`config.mk`:
```
export PLATFORM = sky130hd
export DESIGN_NAME = game_level_controller
export DESIGN_NICKNAME = d
export VERILOG_FILES = /design/src/rtl/game_level_controller.sv
export SDC_FILE = /design/constraint.sdc
export NUM_CORES = 1
export LEC_CHECK = 0
export CAP_MARGIN = 40
export CORE_UTILIZATION = 54
export DETAILED_ROUTE_END_ITERATION = 6
export HOLD_SLACK_MARGIN = 0.15
export PLACE_DENSITY = 0.9
export SYNTH_ARGS = -nofsm -noshare
export SYNTH_HDL_FRONTEND = slang
export SYNTH_SLANG_ARGS = --single-unit
```
`constraint.sdc`:
```
create_clock -name frame_clk -period 4.2 [get_ports frame_clk]
set_input_delay 0.84 -clock frame_clk [delete_from_list [all_inputs] [get_ports frame_clk]]
set_output_delay 0.84 -clock frame_clk [all_outputs]
set_load 0.03 [all_outputs]
```
`src/rtl/game_level_controller.sv`:
```
// Game level controller: start/play/hit/level-up/win/over sequencing and obstacle motion.
// Optional macro OBS2_EN enables the second moving obstacle; otherwise obstacle 2 is fixed.
module game_level_controller #(
    parameter logic [9:0] OBS_X      = 10'd200,
    parameter logic [9:0] OBS2_X     = 10'd400,
    parameter logic [9:0] Y_MIN      = 10'd20,
    parameter logic [9:0] Y_MAX      = 10'd459,
    parameter logic [5:0] HIT_FRAMES = 6'd30,
    parameter logic [1:0] LIVES      = 2'd3
) (
    input  logic       frame_clk,
    input  logic       reset_n,
    input  logic       start,
    input  logic       collision,
    input  logic       finish_line_reached,
    output logic [9:0] ObsX,
    output logic [9:0] ObsY,
    output logic [9:0] ObsX2,
    output logic [9:0] ObsY2,
    output logic [1:0] current_level,
    output logic       reset_player,
    output logic [1:0] lives,
    output logic       game_over,
    output logic       game_won,
    output logic [2:0] state
);

    typedef enum logic [2:0] {
        IDLE     = 3'd0,
        PLAY     = 3'd1,
        HIT      = 3'd2,
        LEVEL_UP = 3'd3,
        WIN      = 3'd4,
        OVER     = 3'd5
    } state_t;

    state_t     r_state;
    logic       r_start_q;
    logic [9:0] r_obs_y;
    logic       r_dir;
    logic [1:0] r_level;
    logic [1:0] r_lives;
    logic [5:0] r_hit_cnt;
    logic       r_reset_player;
    logic       r_game_over;
    logic       r_game_won;

    state_t     w_state_nxt;
    logic       w_start_rise;
    logic [9:0] w_step;
    logic [10:0] w_mv1;
    logic [9:0] w_obs_y_nxt;
    logic       w_dir_nxt;
    logic [1:0] w_level_nxt;
    logic [1:0] w_lives_nxt;
    logic [5:0] w_hit_nxt;
    logic       w_move;
    logic       w_reload;

    // Returns {direction_down, new_y}; clamps at the bounce limits and reverses there.
    function automatic logic [10:0] move_obs(input logic [9:0] y, input logic down,
                                             input logic [9:0] step);
        logic [10:0] sum;
        sum = {1'b0, y} + {1'b0, step};
        if (down) begin
            if (sum >= {1'b0, Y_MAX})
                move_obs = {1'b0, Y_MAX};
            else
                move_obs = {1'b1, sum[9:0]};
        end else begin
            if ({1'b0, y} <= ({1'b0, Y_MIN} + {1'b0, step}))
                move_obs = {1'b1, Y_MIN};
            else
                move_obs = {1'b0, y - step};
        end
    endfunction

    assign w_start_rise = start & ~r_start_q;
    assign w_step       = 10'(r_level) + 10'd1;
    assign w_mv1        = move_obs(r_obs_y, r_dir, w_step);

    always_comb begin
        w_state_nxt = r_state;
        w_level_nxt = r_level;
        w_lives_nxt = r_lives;
        w_hit_nxt   = r_hit_cnt;
        w_move      = 1'b0;
        w_reload    = 1'b0;
        case (r_state)
            IDLE: begin
                if (w_start_rise)
                    w_state_nxt = PLAY;
            end
            PLAY: begin
                w_move = 1'b1;
                // Collision takes priority over reaching the finish line.
                if (collision) begin
                    w_lives_nxt = r_lives - 2'd1;
                    w_hit_nxt   = 6'd0;
                    w_state_nxt = (r_lives == 2'd1) ? OVER : HIT;
                end else if (finish_line_reached) begin
                    w_state_nxt = (r_level == 2'd3) ? WIN : LEVEL_UP;
                end
            end
            HIT: begin
                w_move = 1'b1;
                if (r_hit_cnt == HIT_FRAMES - 6'd1) begin
                    w_hit_nxt   = 6'd0;
                    w_state_nxt = PLAY;
                end else begin
                    w_hit_nxt = r_hit_cnt + 6'd1;
                end
            end
            LEVEL_UP: begin
                w_level_nxt = r_level + 2'd1;
                w_reload    = 1'b1;
                w_state_nxt = PLAY;
            end
            WIN, OVER: begin
                if (w_start_rise) begin
                    w_reload    = 1'b1;
                    w_level_nxt = 2'd0;
                    w_lives_nxt = LIVES;
                    w_hit_nxt   = 6'd0;
                    w_state_nxt = IDLE;
                end
            end
            default: begin
                w_state_nxt = IDLE;
            end
        endcase

        w_obs_y_nxt = r_obs_y;
        w_dir_nxt   = r_dir;
        if (w_reload) begin
            w_obs_y_nxt = Y_MIN;
            w_dir_nxt   = 1'b1;
        end else if (w_move) begin
            w_obs_y_nxt = w_mv1[9:0];
            w_dir_nxt   = w_mv1[10];
        end
    end

    always_ff @(posedge frame_clk or negedge reset_n) begin
        if (!reset_n) begin
            r_state        <= IDLE;
            r_start_q      <= 1'b0;
            r_obs_y        <= Y_MIN;
            r_dir          <= 1'b1;
            r_level        <= 2'd0;
            r_lives        <= LIVES;
            r_hit_cnt      <= 6'd0;
            r_reset_player <= 1'b1;
            r_game_over    <= 1'b0;
            r_game_won     <= 1'b0;
        end else begin
            r_state        <= w_state_nxt;
            r_start_q      <= start;
            r_obs_y        <= w_obs_y_nxt;
            r_dir          <= w_dir_nxt;
            r_level        <= w_level_nxt;
            r_lives        <= w_lives_nxt;
            r_hit_cnt      <= w_hit_nxt;
            r_reset_player <= (w_state_nxt != PLAY);
            r_game_over    <= (w_state_nxt == OVER);
            r_game_won     <= (w_state_nxt == WIN);
        end
    end

`ifdef OBS2_EN
    logic [9:0]  r_obs_y2;
    logic        r_dir2;
    logic [10:0] w_mv2;

    // Obstacle 2 starts at the bottom heading up, mirroring obstacle 1.
    assign w_mv2 = move_obs(r_obs_y2, r_dir2, w_step);

    always_ff @(posedge frame_clk or negedge reset_n) begin
        if (!reset_n) begin
            r_obs_y2 <= Y_MAX;
            r_dir2   <= 1'b0;
        end else if (w_reload) begin
            r_obs_y2 <= Y_MAX;
            r_dir2   <= 1'b0;
        end else if (w_move) begin
            r_obs_y2 <= w_mv2[9:0];
            r_dir2   <= w_mv2[10];
        end
    end

    assign ObsY2 = r_obs_y2;
`else
    assign ObsY2 = Y_MAX;
`endif

    assign ObsX          = OBS_X;
    assign ObsX2         = OBS2_X;
    assign ObsY          = r_obs_y;
    assign current_level = r_level;
    assign reset_player  = r_reset_player;
    assign lives         = r_lives;
    assign game_over     = r_game_over;
    assign game_won      = r_game_won;
    assign state         = r_state;

endmodule

```
==> run_results.csv, run 1 <==
group,metric,value,unit
run_status,status,"complete, no violations",
clocking,clock_latency,0.28,ns
hold_path,hold_class,"reg2reg",
clocking,clock_path_buffers,2,
sta,grt_setup_unrepaired,"no",
sta,fin_crit_sh,67.2,%
detailed_routing,first_pass_iters,4,
logic_synthesis,synth.most_common_cell,"buf_4",
logic_synthesis,ys_top_cells_by_area,"dfrtp_1, buf_4, dfstp_2",
logic_synthesis,yosysTopAreaCellShare,23.5,%
placement,pre_cts_ws,1.40,ns
clocking,cts_buffers,3,
sta,post-route-min-period,2.82,ns
final_layout,area_growth,9.04,%
detailed_routing,routed_via_density,5.76,
pwr,peakVddDrop,0.000616,V
floorplan,initial_utilization,57.2,%
global_route,gr-total-overflow,0,
sta,worst_pin_slew,0.662,ns
logic_synthesis,synth_area_leader_cell,"dfrtp_1",
logic_synthesis,synth_seq_cells,28,
pwr,p_switching,0.000978,W
logic_synthesis,synth_common_cells,"buf_4, o21ai_0, nor2_1",
clocking,cts_tree,"built",
detailed_routing,vias,1934,
clocking,clk_pin_slew,0.10,ns
logic_synthesis,yosysUniqueCellTypes,63,
detailed_routing,wl_per_cell,14.9,µm
logic_synthesis,synth-main-ff-cell,"dfrtp_1",
sta,slew-limit-headroom,55.4,%
final_layout,nets,305,
global_route,grt_max_degree,29,
setup_path,setup.worst_path.class,"reg2reg",
final_layout,fin_util,62.4,%
clocking,cts_setup_buffers,0,
sta,final.setup.worst_slack,1.38,ns
floorplan,core_area,4090,µm²
setup_path,worstPathMaxFanout,10,
pwr,swShare,50.0,%
clocking,postCtsHoldBufs,0,
floorplan,rows,23,
pwr,power_frac_comb,62.2,%
detailed_routing,drtIter0Drc,173,
floorplan,dieArea,4600,µm²
placement,routabilityCongestion,0.947,
sta,fin_skew,0.00335,ns
setup_path,crit_required,4.42,ns
sta,hold_viol_final,0,
setup_path,crit_arrival,3.04,ns
logic_synthesis,postSynthAreaPerCell,8.76,µm²
clocking,h-tree-depth,1,
placement,port_buffers,24,
global_route,track_usage,24.1,%
logic_synthesis,syn-instance-count,267,
sta,finalSetupViolCount,0,
logic_synthesis,synth-edff-count,0,
clocking,cts_resized,0,
sta,slew_viol_final,0,
logic_synthesis,synth_area,2340,µm²
final_layout,design_area,2550,µm²
pwr,power_frac_clock,11.2,%
sta,holdWs,0.512,ns
final_layout,diodes,0,
final_layout,drive_above_1_share,11.2,%
floorplan,fp.dieH,67.8,µm
detailed_routing,ant_nets,0,
clocking,cts.sinks,28,
pwr,p_int,0.000977,W
global_route,grt_pass1_wl,8290,µm
setup_path,cp-start-kind,"flop",
pwr,pwr-share-seq,26.6,%
detailed_routing,drc,0,
pwr,p_leak,1.09,nW
setup_path,crit_path_end_kind,"flop",
logic_synthesis,ys_async_sr_fraction,100,%
clocking,cts_root_buf,"clkbuf_8",
sta,fin_setup_tns,0,ns
floorplan,die_x,67.8,µm
logic_synthesis,synth_seq_area_share,30.3,%
detailed_routing,drt_wl_total,5010,µm
global_route,grt_pass1_vias,1816,
placement,place_area,2480,µm²
floorplan,io_pins,55,
sta,fmax,354,MHz
placement,place_hpwl,3710,µm
pwr,power_density,767,nW/µm²
logic_synthesis,ys.warnings.count,0,
job,maxCapViolations,0,
global_route,antenna_found_initial,0,
==> state kept, by name (all words and copies together), names as in the netlist <==
name           flops
ObsY              10
current_level      2
game_over          1
game_won           1
lives              2
r_dir              1
r_hit_cnt          6
r_start_q          1
reset_player       1
state              3
==> worst max-delay path: stages, from the launching register on <==
cell and delay (ns):
dfrtp_1 0.46, ha_1 0.21, inv_1 0.07, ha_1 0.42, nand2b_4 0.23, a211oi_1 0.39
xnor2_1 0.21, o2111ai_2 0.20, o21ai_4 0.29, a21oi_2 0.05, o31a_1 0.24
==> layout by cell type (no fill, tap or decap), drive strengths merged, types with 3 or more instances in the layout <==
master         count
clkdlybuf4s50     24
dfstp              6
o2bb2ai            3
xnor2              7
nand2             15
nor2b              6
and3               4
nor2              23
o31ai              4
nor3               7
nand2b             6
ha                11
o21ai             28
a21oi             20
o221ai             4
nand3              4
dfrtp             22
conb              30
o22a               6
inv               16
a311oi             3
clkbuf             3
==> routing by layer <==
metal / wire [µm] / part of all wire [%] / track usage [%]
met1: 2140 / 43 / 30.2
met2: 2530 / 51 / 42.3
met3: 273 / 5.4 / 4.22
met4: 61 / 1.2 / 6.25
met5: 0 / 0 / 0
==> kinds of logic after synthesis <==
kind of cell	count (synthesis)	synth area share, %
flip-flops	28	30.3
XOR/XNOR	9	3.37
AO/OA/AOI/OAI	86	26.3
AND/OR/NAND/NOR	74	17.4
buffers and inverters	54	14.3
other	2	0.321
multiplexers	1	0.428
adder cells (fa/ha/maj)	13	7.60
==> final cells by class <==
class	instances	area, µm²
multi-input cells	213	1400
well taps	50	62.6
repair buffers	25	248
fillers	382	1540
inverters	16	60.1
flip-flops and latches	28	708
clock inverters	1	30.0
clock buffers	3	41.3
==> stage by stage <==
| stage | cells | total power, W |
|---|---|---|
| 2_1_floorplan | 295 | 0.00143 |
| 3_3_place_gp | 332 | 0.00170 |
| 3_5_place_dp | 332 | 0.00173 |
| 4_1_cts | 336 | 0.00195 |
| 5_1_grt | 336 | 0.00211 |
| 6_report | 336 | 0.00196 |
==> power by group through the flow <==
stage,Clock (W),Combinational [W],Sequential [W]
final,0.000219,0.00122,0.000520
after global routing,0.000232,0.00133,0.000540
after CTS,0.000223,0.00121,0.000518
after detailed placement,0,0.00120,0.000522
after global placement,0,0.00118,0.000516
after floorplan,0,0.000849,0.000581
==> final timing paths <==
path / cells past startpoint / to / slack (ns) / from
worst min register to register: 1 / r_hit_cnt[5] / 0.51 / r_hit_cnt[5]
worst max-delay path: 10 / ObsY[4] / 1.38 / current_level[0]
worst max register to register: 10 / ObsY[4] / 1.38 / current_level[0]
worst min-delay path: 1 / r_hit_cnt[5] / 0.51 / r_hit_cnt[5]
max in group asynchronous: 2 / ObsY[2] / 2.95 / reset_n
min in group asynchronous: 2 / ObsY[0] / 0.93 / reset_n
Note: power is estimated with default switching activity, not from simulation.
==> inputs of run 2 (changes only) <==
--- a/config.mk
+++ b/config.mk
@@ -6,10 +6,10 @@
 export NUM_CORES = 1
 export LEC_CHECK = 0
 export CAP_MARGIN = 40
-export CORE_UTILIZATION = 54
+export CORE_UTILIZATION = 46
 export DETAILED_ROUTE_END_ITERATION = 6
 export HOLD_SLACK_MARGIN = 0.15
-export PLACE_DENSITY = 0.9
+export PLACE_DENSITY = 0.82
 export SYNTH_ARGS = -nofsm -noshare
 export SYNTH_HDL_FRONTEND = slang
 export SYNTH_SLANG_ARGS = --single-unit
==> constraint.sdc (replaced) <==
create_clock -name frame_clk -period 2.49 [get_ports frame_clk]
set_input_delay 0.498 -clock frame_clk [delete_from_list [all_inputs] [get_ports frame_clk]]
set_output_delay 0.498 -clock frame_clk [all_outputs]
set_load 0.03 [all_outputs]
==> run 2 against run 1 <==
Net effect:
- non-clock buffer count increased by 18
- clock-buffer cell count increased by 1
- flip-flop and latch count unchanged
- power increased by 90%
- critical path type unchanged
- largest power group unchanged
- critical endpoint is now ObsY[2]
==> run_results.csv, run 2 (synthesized netlist as in run 1, its figures left out) <==
group,metric,value,unit
global_route,antenna_found_initial,0,
final_layout,fin_util,58.2,%
placement,place_hpwl,3900,µm
hold_path,hold_class,"reg2reg",
placement,routabilityCongestion,0.962,
global_route,grt_max_degree,29,
sta,slew_viol_final,0,
hold_path,worstHoldPathCells,1,
global_route,track_usage,20.9,%
clocking,h-tree-depth,1,
clocking,clock_path_buffers,2,
final_layout,diodes,0,
setup_path,r2r_slack,0.05,ns
pwr,power_density,1330,nW/µm²
sta,fin_skew,0.00604,ns
floorplan,core_area,4820,µm²
setup_path,crit_path_end_kind,"flop",
detailed_routing,wl_per_cell,14.8,µm
setup_path,reg2reg_to,"ObsY[2]",
setup_path,ff2ff_path_depth,9,
detailed_routing,ant_nets,0,
final_layout,largest_reg_flops,10,
sta,fin_crit_sh,98.1,%
pwr,peakVddDrop,0.000798,V
hold_path,min_from,"r_hit_cnt[5]",
setup_path,worstPathMaxFanout,6,
sta,post-route-min-period,2.44,ns
setup_path,reg2reg_from,"current_level[1]",
final_layout,layout_common_cells,"conb_1, clkdlybuf4s50_1, nor2_1, o21ai_0, dfrtp_1",
final_layout,nets,323,
sta,hold_viol_final,0,
setup_path,crit_required,2.69,ns
detailed_routing,drtIter0Drc,173,
floorplan,rows,25,
detailed_routing,vias,2012,
global_route,gr-total-overflow,0,
detailed_routing,first_pass_iters,5,
run_status,status,"complete, no violations",
floorplan,die_x,73.3,µm
floorplan,fp.dieH,73.3,µm
setup_path,cp-start-kind,"flop",
setup_path,setup.worst_path.class,"reg2reg",
global_route,grt_pass1_wl,8740,µm
final_layout,area_growth,19.9,%
pwr,p_leak,1.19,nW
job,maxCapViolations,0,
final_layout,drive_above_1_share,22.7,%
clocking,cts.sinks,28,
detailed_routing,routed_via_density,5.42,
clocking,clock_latency,0.28,ns
detailed_routing,drt_wl_total,5510,µm
sta,grt_setup_unrepaired,"yes",
clocking,clk_pin_slew,0.10,ns
final_layout,layout_commonest_cell,"conb_1",
setup_path,crit_arrival,2.64,ns
sta,fmax,409,MHz
sta,finalSetupViolCount,0,
floorplan,dieArea,5370,µm²
placement,port_buffers,24,
floorplan,initial_utilization,48.5,%
sta,holdWs,0.492,ns
clocking,cts_tree,"built",
clocking,cts_buffers,3,
pwr,p_total,0.00372,W
final_layout,nFillCells,442,
global_route,grt_pass1_vias,1930,
floorplan,io_pins,55,
clocking,cts_root_buf,"clkbuf_8",
detailed_routing,drc,0,
hold_path,min_to,"r_hit_cnt[5]",
## run 2: how the worst max path moves through the flow
stage                      from  cells past startpoint  endpoint
6_report       current_level[1]                      9   ObsY[2]
4_1_cts        current_level[0]                     10   ObsY[0]
2_1_floorplan  current_level[0]                     11   ObsY[4]
3_5_place_dp   current_level[0]                     10   ObsY[4]
5_1_grt        current_level[1]                     10   ObsY[2]
3_3_place_gp   current_level[0]                      9   ObsY[4]
## run 2: cell type report
type                       instances  area (µm²)  share of cell area (%)
tap                               67        83.8                    2.99
clock buffer                       4        55.1                    1.96
timing repair buffer              43         383                    13.7
multi-input combinational        213        1510                    53.9
inverter                          16        60.1                    2.14
sequential                        28         711                    25.3
## run 2: power breakdown
part / internal [W] / leakage, nW / switching (W)
logic: 0.00114 / 0.810 / 0.00145
registers: 0.000618 / 0.354 / 0.000224
clock network: 0.000142 / 0.0288 / 0.000149
total: 0.00190 / 1.19 / 0.00182
## run 2: worst max-delay path, stage by stage (launching register included)
cell      delay (ns)
dfrtp_2         0.46
ha_4            0.29
ha_4            0.30
nand3b_4        0.08
a31oi_2         0.28
nand3_2         0.17
o31ai_4         0.30
o21ai_4         0.14
buf_4           0.16
o21ai_0         0.17
## run 2: repair_timing
item	in CTS	in global routing
setup endpoints to repair	8	8
resized for setup	7	12
buffers inserted	1	3
gates cloned	0	0
pin swaps	3	12
endpoints found under the hold margin	0	0
hold buffers	0	0
## run 2: per-layer routing
metal	GRT usage, %	up-vias	share of wire [%]
met5	0	-	0
met4	6.20	0	1.5
met3	3.57	10	5.2
met2	35.6	67	50
met1	27.1	969	43
li1	-	966	-
## run 2: through the flow
| stage | instances | setup TNS, ns | setup slack (ns) | cell area (µm²) |
|---|---|---|---|---|
| after detailed placement | 363 | -0.198 | -0.0862 | 2640 |
| after CTS | 368 | 0 | 0.00600 | 2740 |
| final | 371 | 0 | 0.0464 | 2800 |
| after floorplan | 295 | -0.00891 | -0.00891 | 2480 |
| after global routing | 371 | -0.139 | -0.0405 | 2800 |
| after global placement | 363 | 0 | 0.0163 | 2640 |
==> inputs of run 3 (changes only) <==
--- a/config.mk
+++ b/config.mk
@@ -5,7 +5,7 @@
 export SDC_FILE = /design/constraint.sdc
 export NUM_CORES = 1
 export LEC_CHECK = 0
-export CAP_MARGIN = 40
+export CAP_MARGIN = 20
 export CORE_UTILIZATION = 46
 export DETAILED_ROUTE_END_ITERATION = 6
 export HOLD_SLACK_MARGIN = 0.15
==> results of run 3 <==
The final DEF is identical to that of run 2; final timing and power are the same.
